## src/rtl/ifu_fetch_if.sv

```systemverilog
// Memory-side fetch port of the IFU: one-word request channel and response channel,
// each with its own valid/ready handshake.
interface ifu_fetch_if;
    logic        ifu_req_valid;
    logic        ifu_req_ready;
    logic [31:0] ifu_req_addr;
    logic        ifu_rsp_valid;
    logic        ifu_rsp_ready;
    logic [31:0] ifu_rsp_instr;
    logic        ifu_rsp_err;

    modport master (
        output ifu_req_valid,
        output ifu_req_addr,
        output ifu_rsp_ready,
        input  ifu_req_ready,
        input  ifu_rsp_valid,
        input  ifu_rsp_instr,
        input  ifu_rsp_err
    );

    modport slave (
        input  ifu_req_valid,
        input  ifu_req_addr,
        input  ifu_rsp_ready,
        output ifu_req_ready,
        output ifu_rsp_valid,
        output ifu_rsp_instr,
        output ifu_rsp_err
    );
endinterface

```

## src/rtl/ifu_fetch.sv

```systemverilog
// Instruction fetch unit: keeps the PC, issues one outstanding word fetch at a time and
// hands {instr, pc, err} to decode through a one-entry valid/ready register.
module ifu_fetch #(
    parameter logic [31:0] RESET_PC  = 32'h8000_0000,
    parameter logic [31:0] NOP_INSTR = 32'h0000_0013
) (
    input  logic        clk,
    input  logic        rst_n,
    ifu_fetch_if.master mem,
    input  logic        redirect_valid,
    input  logic [31:0] redirect_pc,
    input  logic        fetch_halt,
    output logic        o_valid,
    input  logic        o_ready,
    output logic [31:0] o_instr,
    output logic [31:0] o_pc,
    output logic        o_err
);

    typedef enum logic [1:0] {StIdle, StReq, StWait, StFault} state_e;

    state_e      state_q, state_d;
    logic [31:0] pc_q, pc_d;
    logic        drop_q, drop_d;
    logic        req_pend_q, req_pend_d;
    logic [31:0] req_addr_q, req_addr_d;
    logic        o_valid_q, o_valid_d;
    logic [31:0] o_instr_q, o_instr_d;
    logic [31:0] o_pc_q, o_pc_d;
    logic        o_err_q, o_err_d;

    logic req_fire;
    logic rsp_fire;

    // A request once raised stays up with its original address until accepted, even if
    // fetch_halt rises or a redirect moves the PC underneath it.
    assign mem.ifu_req_valid = (state_q == StReq) & (req_pend_q | ~fetch_halt);
    assign mem.ifu_req_addr  = req_pend_q ? req_addr_q : pc_q;
    assign mem.ifu_rsp_ready = (state_q == StWait) & (~o_valid_q | o_ready);

    assign req_fire = mem.ifu_req_valid & mem.ifu_req_ready;
    assign rsp_fire = mem.ifu_rsp_valid & mem.ifu_rsp_ready;

    assign o_valid = o_valid_q;
    assign o_instr = o_instr_q;
    assign o_pc    = o_pc_q;
    assign o_err   = o_err_q;

    always_comb begin
        state_d    = state_q;
        pc_d       = pc_q;
        drop_d     = drop_q;
        req_pend_d = 1'b0;
        req_addr_d = req_addr_q;
        o_valid_d  = o_valid_q & ~o_ready;
        o_instr_d  = o_instr_q;
        o_pc_d     = o_pc_q;
        o_err_d    = o_err_q;

        unique case (state_q)
            StIdle: state_d = StReq;
            StReq: begin
                req_pend_d = mem.ifu_req_valid & ~mem.ifu_req_ready;
                req_addr_d = mem.ifu_req_addr;
                if (req_fire) begin
                    state_d = StWait;
                end
            end
            StWait: begin
                if (rsp_fire) begin
                    if (drop_q) begin
                        drop_d  = 1'b0;
                        state_d = StReq;
                    end else begin
                        o_valid_d = 1'b1;
                        o_instr_d = mem.ifu_rsp_instr;
                        o_pc_d    = pc_q;
                        o_err_d   = mem.ifu_rsp_err;
                        if (mem.ifu_rsp_err) begin
                            state_d = StFault;
                        end else begin
                            pc_d    = pc_q + 32'd4;
                            state_d = StReq;
                        end
                    end
                end
            end
            StFault: state_d = StFault;
            default: state_d = StIdle;
        endcase

        // Redirect overrides everything; an in-flight fetch must still complete on the bus,
        // so its response is marked for discard rather than abandoned.
        if (redirect_valid) begin
            pc_d      = {redirect_pc[31:2], 2'b00};
            o_valid_d = 1'b0;
            o_instr_d = NOP_INSTR;
            o_pc_d    = o_pc_q;
            o_err_d   = o_err_q;
            if (state_q == StWait && !rsp_fire) begin
                drop_d  = 1'b1;
                state_d = StWait;
            end else if (state_q == StWait) begin
                drop_d  = 1'b0;
                state_d = StReq;
            end else if (state_q == StReq && req_fire) begin
                drop_d  = 1'b1;
                state_d = StWait;
            end else if (state_q == StReq && mem.ifu_req_valid) begin
                drop_d  = 1'b1;
                state_d = StReq;
            end else begin
                state_d = StReq;
            end
        end
    end

    always_ff @(posedge clk or negedge rst_n) begin
        if (!rst_n) begin
            state_q    <= StIdle;
            pc_q       <= RESET_PC;
            drop_q     <= 1'b0;
            req_pend_q <= 1'b0;
            req_addr_q <= RESET_PC;
            o_valid_q  <= 1'b0;
            o_instr_q  <= NOP_INSTR;
            o_pc_q     <= RESET_PC;
            o_err_q    <= 1'b0;
        end else begin
            state_q    <= state_d;
            pc_q       <= pc_d;
            drop_q     <= drop_d;
            req_pend_q <= req_pend_d;
            req_addr_q <= req_addr_d;
            o_valid_q  <= o_valid_d;
            o_instr_q  <= o_instr_d;
            o_pc_q     <= o_pc_d;
            o_err_q    <= o_err_d;
        end
    end

endmodule
```

## src/flat_wrapper.sv

```systemverilog
// flat-port wrapper written by rule: the top's interface ports become plain ports
module ifu_fetch_flat 
#(
    parameter logic [31:0] RESET_PC  = 32'h8000_0000,
    parameter logic [31:0] NOP_INSTR = 32'h0000_0013
)
  (clk, rst_n, redirect_valid, redirect_pc, fetch_halt, o_valid, o_ready, o_instr, o_pc, o_err, mem_ifu_req_valid, mem_ifu_req_addr, mem_ifu_rsp_ready, mem_ifu_req_ready, mem_ifu_rsp_valid, mem_ifu_rsp_instr, mem_ifu_rsp_err);
  ifu_fetch_if mem_i ();
  input  logic clk;
  input  logic rst_n;
  input  logic redirect_valid;
  input  logic [31:0] redirect_pc;
  input  logic fetch_halt;
  output logic o_valid;
  input  logic o_ready;
  output logic [31:0] o_instr;
  output logic [31:0] o_pc;
  output logic o_err;
  output wire logic [$bits(mem_i.ifu_req_valid)-1:0] mem_ifu_req_valid;
  output wire logic [$bits(mem_i.ifu_req_addr)-1:0] mem_ifu_req_addr;
  output wire logic [$bits(mem_i.ifu_rsp_ready)-1:0] mem_ifu_rsp_ready;
  input wire logic [$bits(mem_i.ifu_req_ready)-1:0] mem_ifu_req_ready;
  input wire logic [$bits(mem_i.ifu_rsp_valid)-1:0] mem_ifu_rsp_valid;
  input wire logic [$bits(mem_i.ifu_rsp_instr)-1:0] mem_ifu_rsp_instr;
  input wire logic [$bits(mem_i.ifu_rsp_err)-1:0] mem_ifu_rsp_err;
  assign mem_ifu_req_valid = mem_i.ifu_req_valid;
  assign mem_ifu_req_addr = mem_i.ifu_req_addr;
  assign mem_ifu_rsp_ready = mem_i.ifu_rsp_ready;
  assign mem_i.ifu_req_ready = mem_ifu_req_ready;
  assign mem_i.ifu_rsp_valid = mem_ifu_rsp_valid;
  assign mem_i.ifu_rsp_instr = mem_ifu_rsp_instr;
  assign mem_i.ifu_rsp_err = mem_ifu_rsp_err;
  ifu_fetch #(.RESET_PC(RESET_PC), .NOP_INSTR(NOP_INSTR)) u_core (.clk(clk), .rst_n(rst_n), .mem(mem_i), .redirect_valid(redirect_valid), .redirect_pc(redirect_pc), .fetch_halt(fetch_halt), .o_valid(o_valid), .o_ready(o_ready), .o_instr(o_instr), .o_pc(o_pc), .o_err(o_err));
endmodule
```

## config.mk

```make
export PLATFORM = sky130hd
export DESIGN_NAME = ifu_fetch_flat
export DESIGN_NICKNAME = d
export VERILOG_FILES = /design/src/rtl/ifu_fetch_if.sv /design/src/rtl/ifu_fetch.sv /design/src/flat_wrapper.sv
export SDC_FILE = /design/constraint.sdc
export NUM_CORES = 1
export LEC_CHECK = 0
export ABC_AREA = 1
export BUFFER_PORTS_ARGS = -buffer_cell sky130_fd_sc_hd__buf_2
export CAP_MARGIN = 25
export CORE_ASPECT_RATIO = 1.1
export CORE_MARGIN = 2
export CORE_UTILIZATION = 45
export DETAILED_ROUTE_END_ITERATION = 8
export PLACE_DENSITY_LB_ADDON = 0.05
export SLEW_MARGIN = 10
export SYNTH_ARGS = -nofsm -noshare
export SYNTH_HDL_FRONTEND = slang
export SYNTH_SLANG_ARGS = --single-unit
export TNS_END_PERCENT = 100
```

## constraint.sdc

```tcl
create_clock -name clk -period 1.5 [get_ports clk]
set_clock_uncertainty 0.1 [all_clocks]
set_input_delay 0.3 -clock clk [delete_from_list [all_inputs] [get_ports clk]]
set_output_delay 0.3 -clock clk [all_outputs]
set_load 0.02 [all_outputs]
```

==> results.md, run 1 <==
* Outcome: complete, but fails checks
* Failing checks: negative setup slack
* TritonCTS Buffers at 17
* Fillers at 814
* Largest net degree at the start of global routing at approximately 60
* Critical path launch point type: flop
* Endpoints failing setup at between 150 and 200
* Setup WS pre-CTS at -0.258 ns
* CTS tree: done
* Maximum VDD drop at between 1000 and 1500 uV
* Power per cell area at around 1700 nW/um^2
* R2R Setup Slk at -0.38 ns
* Sequential Area at ~3300 um^2
* PnR Total Power at approximately 19 mW
* Vias at between 7000 and 8000
* Nets at about 1200
* Fin crit share at 126%
* Global Route Usage Sum at between 30% and 40%
* Max-cap violations at 0
* Clk sinks at 130
* Clock-pin slew on the worst setup and hold paths at about 0.060 ns
* PortBufs at around 170
* Mapped Cells at around 850
* Seq/Total Area, Yosys at between 50 and 60%
* Synth Cell Area at between 6000 and 7000 um^2
* DR WL/cell at between 15 and 20 um
* Die area at around 15000 um^2
* N_diodes at 0
* Synth Warn # at 0
* Share of layout cells above drive strength 1 at 52.1%
* RSZ-0062 raised after global routing: true
* Synth top area cells: dfrtp_1 (49%), nand2_1 (21%), o21ai_0 (5.9%)
* Synth-to-layout area growth at 79.3%
* Synth cell types at 30
* Total negative slack at -38.34 ns
* First-pass GRT wire length at 36600 um
* Worst hold start: redirect_pc[2]
* Root Buffer: clkbuf_16
* CP Capture Type: output pin
* Final core occ at 82.7%
* Via density at between 5 and 6
* Row cnt at 45
* Initial DRT Pass Iterations at 6
* Ys async rst share at 100%
* Final Slew Violations at 0
* Setup CP Type: reg -> out
* Routability Congestion at 0.904
* Leakage at a little under 6 nW
* Yosys top cell by area: dfrtp_1
* Critical Path AT at roughly 1.5 ns
* Setup WS post-layout at -0.386 ns
* I/O pin total at around 170
* Clk Latency, worst-skew pair at 0.42 ns
* Origin of the critical flop-to-flop path: u_core.state_q[0]
* Ys flop type: dfrtp_1
* Number of synthesized flops with an enable pin at 0
* CORE AREA at between 10000 and 15000 um^2
* Final std cells w/o fill at 1375
* Syn_area_per_cell at 7.53 um^2
* Commonest non-fill, non-tap cell in the layout: nand2_1
* Most frequent cells in the layout: nand2_1 (198), buf_2 (130), dfrtp_1 (121)
* Crit path from: u_core.req_pend_q
* Vias in the first global route at around 7000
* Total gr overflow at 0
* Antenna-violating nets left at 0
* Initial antenna violation count at 0
* Final Hold Vio Count at 0
* DP HPWL at roughly 14000 um
* Worst Hold Class: in -> reg
* Initial Utilization at 46.1%
* Inst Count DP at approximately 1300
* Max frequency at around 0.53 GHz
* H-tree Lvls at 4
* DRC Markers at 0
* First DRT Iteration DRCs at between 500 and 600
* Die X at 117 um
* Worst path required time at roughly 1.1 ns
* Yosys top cell area share at around half
* Register bit total from synthesis at 130
* Die height at 129 um
* CTS max path bufs at 2
* Routed WL at roughly 26000 um
* Multi-input gate area at around 4000 um^2
* Crit path time final at about 1.9 ns
* Max FO, Critical Path at 12
cell usage after synthesis, types with 6 or more instances:
| cell | instances |
|---|---|
| a21oi_1 | 6 |
| buf_2 | 16 |
| buf_6 | 6 |
| clkbuf_1 | 9 |
| dfrtp_1 | 124 |
| dfstp_2 | 6 |
| inv_1 | 53 |
| nand2_1 | 351 |
| nand3_1 | 46 |
| nor2_1 | 84 |
| o21ai_0 | 75 |
| o21ai_1 | 29 |
| xor2_1 | 6 |
critical path, cell delays in order (launching register included):
cell and delay, ns:
dfrtp_2 0.42, buf_12 0.16, buf_12 0.16, o21ai_2 0.17, buf_6 0.15
path summary, 6_finish.rpt:
kind,to,cells after the start
min in group asynchronous,u_core.o_instr[29],2
worst max register to register,u_core.o_instr[22],12
worst min-delay path,u_core.pc_q[2],3
worst max-delay path,mem_ifu_req_addr[16],4
worst min register to register,u_core.req_addr_q[8],2
max in group asynchronous,u_core.o_instr[0],3
cell families after synthesis:
family / after synthesis / share of synthesized area (%)
flip-flops: 130 / 51.2
AND/OR/NAND/NOR: 493 / 31.2
XOR/XNOR: 7 / 0.963
AO/OA/AOI/OAI: 117 / 9.45
buffers and inverters: 96 / 6.94
adder cells (fa/ha/maj): 1 / 0.197
other: 1 / 0.0589
state kept, by name, indices dropped and copies added (netlist names):
name	cells
u_core.state_q	2
u_core.req_pend_q	1
u_core.req_addr_q	32
u_core.o_pc	30
u_core.o_err	1
u_core.o_valid	1
u_core.drop_q	1
u_core.pc_q	30
u_core.o_instr	32
per-layer routing:
layer,global-route usage (%),vias to the layer above,wire (um)
li1,-,3329,-
met1,39.4,3417,10000
met2,54.2,326,13200
met3,6.47,79,1530
met4,10.7,0,1140
met5,0,-,0
what timing repair did:
item | 4_1_cts | 5_1_grt
buffers inserted | 24 | 15
hold endpoints to repair | 161 | 0
hold buffers | 37 | 0
cloned | 16 | 1
resized for setup | 339 | 204
endpoints found under the setup margin | 131 | 165
pin swaps | 50 | 60
layout make-up:
cell class / count / area share [%]
timing repair buffer: 341 / 25.9
clock buffer: 18 / 3.76
sequential: 130 / 28.6
timing repair inverter: 6 / 0.910
clock inverter: 14 / 1.46
tap: 188 / 2.06
multi-input combinational: 620 / 35.0
inverter: 58 / 2.34
through the flow:
stage	instance area, um^2	hold WS, ns
floorplan	6420	-0.0956
global placement	8070	0.0249
detailed placement	8070	0.0263
CTS	10700	0.000364
global route	11400	-0.000973
finish	11400	0.00765
power breakdown:
part / leakage [nW] / internal (mW) / switching (mW)
Sequential: 1.63 / 4.66 / 1.10
Clock: 0.293 / 2.61 / 1.61
Combinational: 3.91 / 4.06 / 5.25
(Power assumes the default switching activity.)
==> run 2: changes to the inputs <==
- CORE_MARGIN: 2 -> not set
==> results.md, run 2 (same netlist as run 1, synthesis figures left out) <==
* Root Buffer: clkbuf_16 (unchanged)
* Slowest Stage Delay on Critical Path at 0.47 ns (was 0.42 ns)
* Clock-pin slew on the worst setup and hold paths at 0.06 ns (about the same)
* Failing checks: negative setup slack (unchanged)
* Critical path launch point type: flop (unchanged)
* Initial Utilization at 46.1% (unchanged)
* Nets at 1246 (was 1247)
* Final Slew Violations at 0 (unchanged)
* CP cell instances: buf_12, nand2_1, o21ai_1, buf_4 (was buf_12, buf_12, o21ai_2, buf_6)
* Routed WL at 24100 um (was 25900 um)
* Initial antenna violation count at 0 (unchanged)
* Critical Path AT at 1.46 ns (was 1.49 ns)
* RSZ-0062 raised after global routing: true (unchanged)
* PnR Total Power at 18.1 mW (was 19.3 mW)
* Vias in the first global route at 6537 (was 6840)
* Worst Hold Class: in -> reg (unchanged)
* Share of layout cells above drive strength 1 at 50.1% (was 52.1%)
* Setup CP Type: reg -> out (unchanged)
* CORE AREA at 13800 um^2 (unchanged)
* Routability Congestion at 0.887 (was 0.904)
* Max frequency at 0.537 GHz (was 0.530 GHz)
* Die area at 14600 um^2 (was 15100 um^2)
* DP HPWL at 13200 um (was 13700 um)
* Min Hold Slack at 0.0245 ns (was 0.00765 ns)
* Die X at 115 um (was 117 um)
* Clk Latency, worst-skew pair at 0.42 ns (about the same)
* Die height at 127 um (was 129 um)
* Power per cell area at 1640 nW/um^2 (was 1690 nW/um^2)
* Worst path required time at 1.10 ns (about the same)
* Outcome: complete, but fails checks (unchanged)
* Most frequent cells in the layout: nand2_1 (214), buf_2 (130), dfrtp_1 (122) (was nand2_1 (198), buf_2 (130), dfrtp_1 (121))
* Worst-path cell with the longest stage delay: dfrtp_2 (unchanged)
* First DRT Iteration DRCs at 437 (was 533)
* Row cnt at 45 (unchanged)
* PortBufs at 167 (unchanged)
* Commonest non-fill, non-tap cell in the layout: nand2_1 (unchanged)
* Total gr overflow at 0 (unchanged)
* Crit path time final at 1.86 ns (was 1.89 ns)
* Setup WS post-layout at -0.361 ns (was -0.386 ns)
* Vias at 7025 (was 7151)
* Clk sinks at 130 (unchanged)
* H-tree Lvls at 4 (unchanged)
* Endpoints failing setup at 128 (was 152)
* First-pass GRT wire length at 33700 um (was 36600 um)
* Synth-to-layout area growth at 73.6% (was 79.3%)
* DR WL/cell at 17.5 um (was 18.8 um)
* Setup WS pre-CTS at -0.300 ns (was -0.258 ns)
* DRC Markers at 0 (unchanged)
* Global Route Usage Sum at 30.3% (was 31.3%)
* Max-cap violations at 0 (unchanged)
* Via density at 5.11 (was 5.20)
* Maximum VDD drop at 1140 uV (was 1190 uV)
* Largest net degree at the start of global routing at 89 (was 59)
* Max FO, Critical Path at 26 (was 12)
* Leakage at 5.72 nW (was 5.83 nW)
* TritonCTS Buffers at 17 (unchanged)
* Fin crit share at 124% (was 126%)
* Final Hold Vio Count at 0 (unchanged)
* CTS tree: done (unchanged)
* N_diodes at 0 (unchanged)
* Initial DRT Pass Iterations at 5 (was 6)
* Antenna-violating nets left at 0 (unchanged)
* CP Capture Type: output pin (unchanged)
* CTS max path bufs at 2 (unchanged)
* I/O pin total at 172 (unchanged)
-- run 2: changes by cell type in the layout (fill, tap and decap cells not counted), sizes merged --
cell / before / now
inv: 62 / 63
clkinvlp: 1 / 4
bufinv: 3 / 1
clkbuf: 19 / 20
clkinv: 12 / 9
buf: 303 / 299
dlygate4sd3: 37 / 40
-- run 2: where the power goes --
part,switching (mW),internal [mW],leakage [nW]
registers,1.01,4.66,1.63
clock network,1.59,2.32,0.267
logic,4.90,3.64,3.82
-- run 2: per-layer routing --
layer / share of wire (%) / track usage (%)
met1: 40 / 38.4
met2: 50 / 51.7
met3: 5.8 / 4.92
met4: 3.6 / 11.5
met5: 0 / 0
-- run 2: what timing repair did --
action | in CTS | in global routing
endpoints found under the hold margin | 164 | 0
hold buffers | 40 | 0
gates resized for setup | 256 | 225
setup buffers | 19 | 16
gates cloned | 14 | 2
pin swaps | 44 | 63
endpoints found under the setup margin | 130 | 160
-- run 2: per-stage QoR --
stage	instance area, um^2	instances	TNS, ns	util [%]
floorplan	6420	846	-7.49	-
global route	11000	1374	-44.53	80.1
global placement	8050	1258	-14.17	58.4
finish	11000	1374	-33.99	80.1
CTS	10200	1362	-30.06	74.2
detailed placement	8050	1258	-16.59	58.4
-- run 2: cell type report --
type | count | area, um^2
Multi-Input combinational cell | 620 | 3810
Sequential cell | 130 | 3260
Timing Repair Buffer | 339 | 2780
Fill cell | 874 | 2750
Clock buffer | 20 | 447
Inverter | 58 | 280
Tap cell | 188 | 235
Timing Repair inverter | 7 | 124
Clock inverter | 12 | 108
-- run 2: critical path, delay by kind of cell, from the launching register on --
kind            cells  cell delay [ns]
compound gates      1             0.10
buf+inv             2             0.37
flops               1             0.47
simple gates        1             0.08
-- run 2: final timing paths --
| check | from | to | slack (ns) | depth (start not counted) |
|---|---|---|---|---|
| worst max-delay path | u_core.req_pend_q | mem_ifu_req_addr[23] | -0.36 | 4 |
| worst min-delay path | redirect_pc[2] | u_core.pc_q[2] | 0.02 | 3 |
| worst max register to register | u_core.state_q[0] | u_core.pc_q[8] | -0.32 | 11 |
| worst min register to register | u_core.req_addr_q[31] | u_core.req_addr_q[31] | 0.37 | 2 |
| max in group asynchronous | rst_n | u_core.o_instr[4] | 0.51 | 3 |
| min in group asynchronous | rst_n | u_core.o_pc[2] | 0.31 | 3 |
==> run 3: changes to the inputs <==
- ABC_CLOCK_PERIOD_IN_PS: not set -> 1750
- CORE_ASPECT_RATIO: 1.1 -> 0.8
- clock period: 1.5 -> 1.75 ns (I/O delays scaled with it)
==> results.md, run 3 (same netlist as run 1, synthesis figures left out) <==
* Endpoints failing setup at 31 (was 128)
* Final Hold Vio Count at 0 (unchanged)
* Via density at 4.87 (was 5.11)
* Initial DRT Pass Iterations at 5 (unchanged)
* Synth-to-layout area growth at 34.9% (was 73.6%)
* DR WL/cell at 14.0 um (was 17.5 um)
* Die height at 108 um (was 127 um)
* Die X at 135 um (was 115 um)
* Crit path from: u_core.req_pend_q (unchanged)
* Reg2reg end: u_core.pc_q[21] (was u_core.pc_q[8])
* N_diodes at 0 (unchanged)
* Crit path time final at 1.90 ns
* First DRT Iteration DRCs at 342 (was 437)
* DP HPWL at 12800 um (was 13200 um)
* Commonest non-fill, non-tap cell in the layout: nand2_1 (unchanged)
* DRC Markers at 0 (unchanged)
* Vias at 6091 (was 7025)
* Row cnt at 38 (was 45)
* Initial antenna violation count at 0 (unchanged)
* CP Capture Type: output pin (unchanged)
* TritonCTS Buffers at 17 (unchanged)
* Max frequency at 0.527 GHz
* Worst Hold Class: in -> reg (unchanged)
* Max layer used: met4 (unchanged)
* Share of layout cells above drive strength 1 at 28.2% (was 50.1%)
* CTS max path bufs at 2 (unchanged)
* Initial Utilization at 46.5% (was 46.1%)
* Failing checks: negative setup slack (unchanged)
* CTS tree: done (unchanged)
* PnR Total Power at 13.6 mW (was 18.1 mW)
* H-tree Lvls at 4 (unchanged)
* Critical path launch point type: flop (unchanged)
* Antenna-violating nets left at 0 (unchanged)
* CORE AREA at 13700 um^2 (was 13800 um^2)
* PortBufs at 167 (unchanged)
* Total gr overflow at 0 (unchanged)
* Leakage at 4.57 nW (was 5.72 nW)
* DP Area at 7790 um^2 (was 8050 um^2)
* Die area at 14600 um^2 (about the same)
* Routed wl met2 at 7460 um (was 12100 um)
* Worst Setup EP: mem_ifu_req_addr[20] (was mem_ifu_req_addr[23])
* Post-Route M1 WL at 8980 um (was 9740 um)
* Met3 wire length at 898 um (was 1410 um)
* Most frequent cells in the layout: nand2_1 (350), buf_2 (147), dfrtp_1 (120) (was nand2_1 (214), buf_2 (130), dfrtp_1 (122))
* Vias in the first global route at 5272 (was 6537)
* Max-cap violations at 0 (unchanged)
* Total negative slack at -2.88 ns (was -33.99 ns)
* Critical Path AT at 1.45 ns (was 1.46 ns)
* Maximum VDD drop at 1420 uV (was 1140 uV)
* Global Route Usage Sum at 24.6% (was 30.3%)
* Clk sinks at 130 (unchanged)
* Worst reg-to-reg path cell count at 9 (was 11)
* R2R Setup Slk at 0.06 ns (was -0.32 ns)
* Clk Latency, worst-skew pair at 0.42 ns (about the same)
* Setup WS pre-CTS at -0.00948 ns (was -0.300 ns)
* First-pass GRT wire length at 27200 um (was 33700 um)
* Origin of the critical flop-to-flop path: u_core.state_q[0] (unchanged)
* Root Buffer: clkbuf_16 (unchanged)
* Setup CP Type: reg -> out (unchanged)
* Setup WS post-layout at -0.149 ns (was -0.361 ns)
* Finished Cell Area at 8590 um^2 (was 11000 um^2)
* Fin crit share at 109%
* Power per cell area at 1580 nW/um^2 (was 1640 nW/um^2)
* Routed WL at 17500 um (was 24100 um)
* Final Slew Violations at 0 (unchanged)
* Outcome: complete, but fails checks (unchanged)
* Largest net degree at the start of global routing at 59 (was 89)
* Nets at 1130 (was 1246)
* Clock-pin slew on the worst setup and hold paths at 0.06 ns (about the same)
* Worst path required time at 1.30 ns (was 1.10 ns)
* RSZ-0062 raised after global routing: true (unchanged)
* I/O pin total at 172 (unchanged)
* Routability Congestion at 0.904 (was 0.887)
* Max FO, Critical Path at 50 (was 26)
==> run 3: changes by cell type in the layout (fill, tap and decap cells not counted), sizes merged <==
cell	delta
dlygate4sd3	-38
bufinv	+2
clkbuf	-1
buf	-72
clkinvlp	+2
clkinv	-9
==> run 3: power by group <==
part / internal, mW / switching, mW / leakage (nW)
Clock: 2.31 / 1.41 / 0.288
Combinational: 1.89 / 3.24 / 2.66
Sequential: 3.99 / 0.731 / 1.63
==> run 3: worst max-delay path: stages, from the launching register on <==
cell,delay (ns)
dfrtp_2,0.42
buf_12,0.17
o21ai_1,0.23
buf_4,0.18
==> run 3: final cells by class <==
class,count,area (um^2)
inverters,58,226
flip-flops and latches,130,3270
fillers,1295,5100
clock inverters,13,173
clock buffers,19,443
repair buffers,229,1510
multi-input cells,620,2740
repair inverters,1,5.00
well taps,180,225
==> run 3: worst min-delay path by stage <==
stage                                end                  start  slack, ns  depth (start not counted)
floorplan                  u_core.drop_q                  rst_n      -0.05                          0
global placement    u_core.req_addr_q[3]                  rst_n       0.17                          1
detailed placement       u_core.o_pc[11]                  rst_n       0.16                          1
CTS                   u_core.o_instr[23]  mem_ifu_rsp_instr[23]       0.02                          3
global route          u_core.o_instr[15]  mem_ifu_rsp_instr[15]       0.03                          3
finish                u_core.o_instr[23]  mem_ifu_rsp_instr[23]       0.03                          3
==> run 3: metrics by stage <==
stage	hold slack, ns	util [%]	instances
CTS	0.0212	62.1	1247
finish	0.0274	62.7	1250
floorplan	-0.0456	-	846
global route	0.0289	62.7	1250
detailed placement	0.164	56.9	1213
global placement	0.167	56.9	1213
==> run 3: layer usage <==
metal,up-vias,track usage [%]
met5,-,0
met4,0,6.98
met3,16,4.74
met2,182,35.2
met1,2805,37.3
li1,3088,-
==> run 3: what timing repair did <==
action / in CTS / in global routing
buffers inserted: 0 / 2
hold endpoints to repair: 29 / 0
pin swaps: 1 / 3
hold buffers: 2 / 0
resized for setup: 42 / 24
gates cloned: 0 / 1
endpoints found under the setup margin: 33 / 53
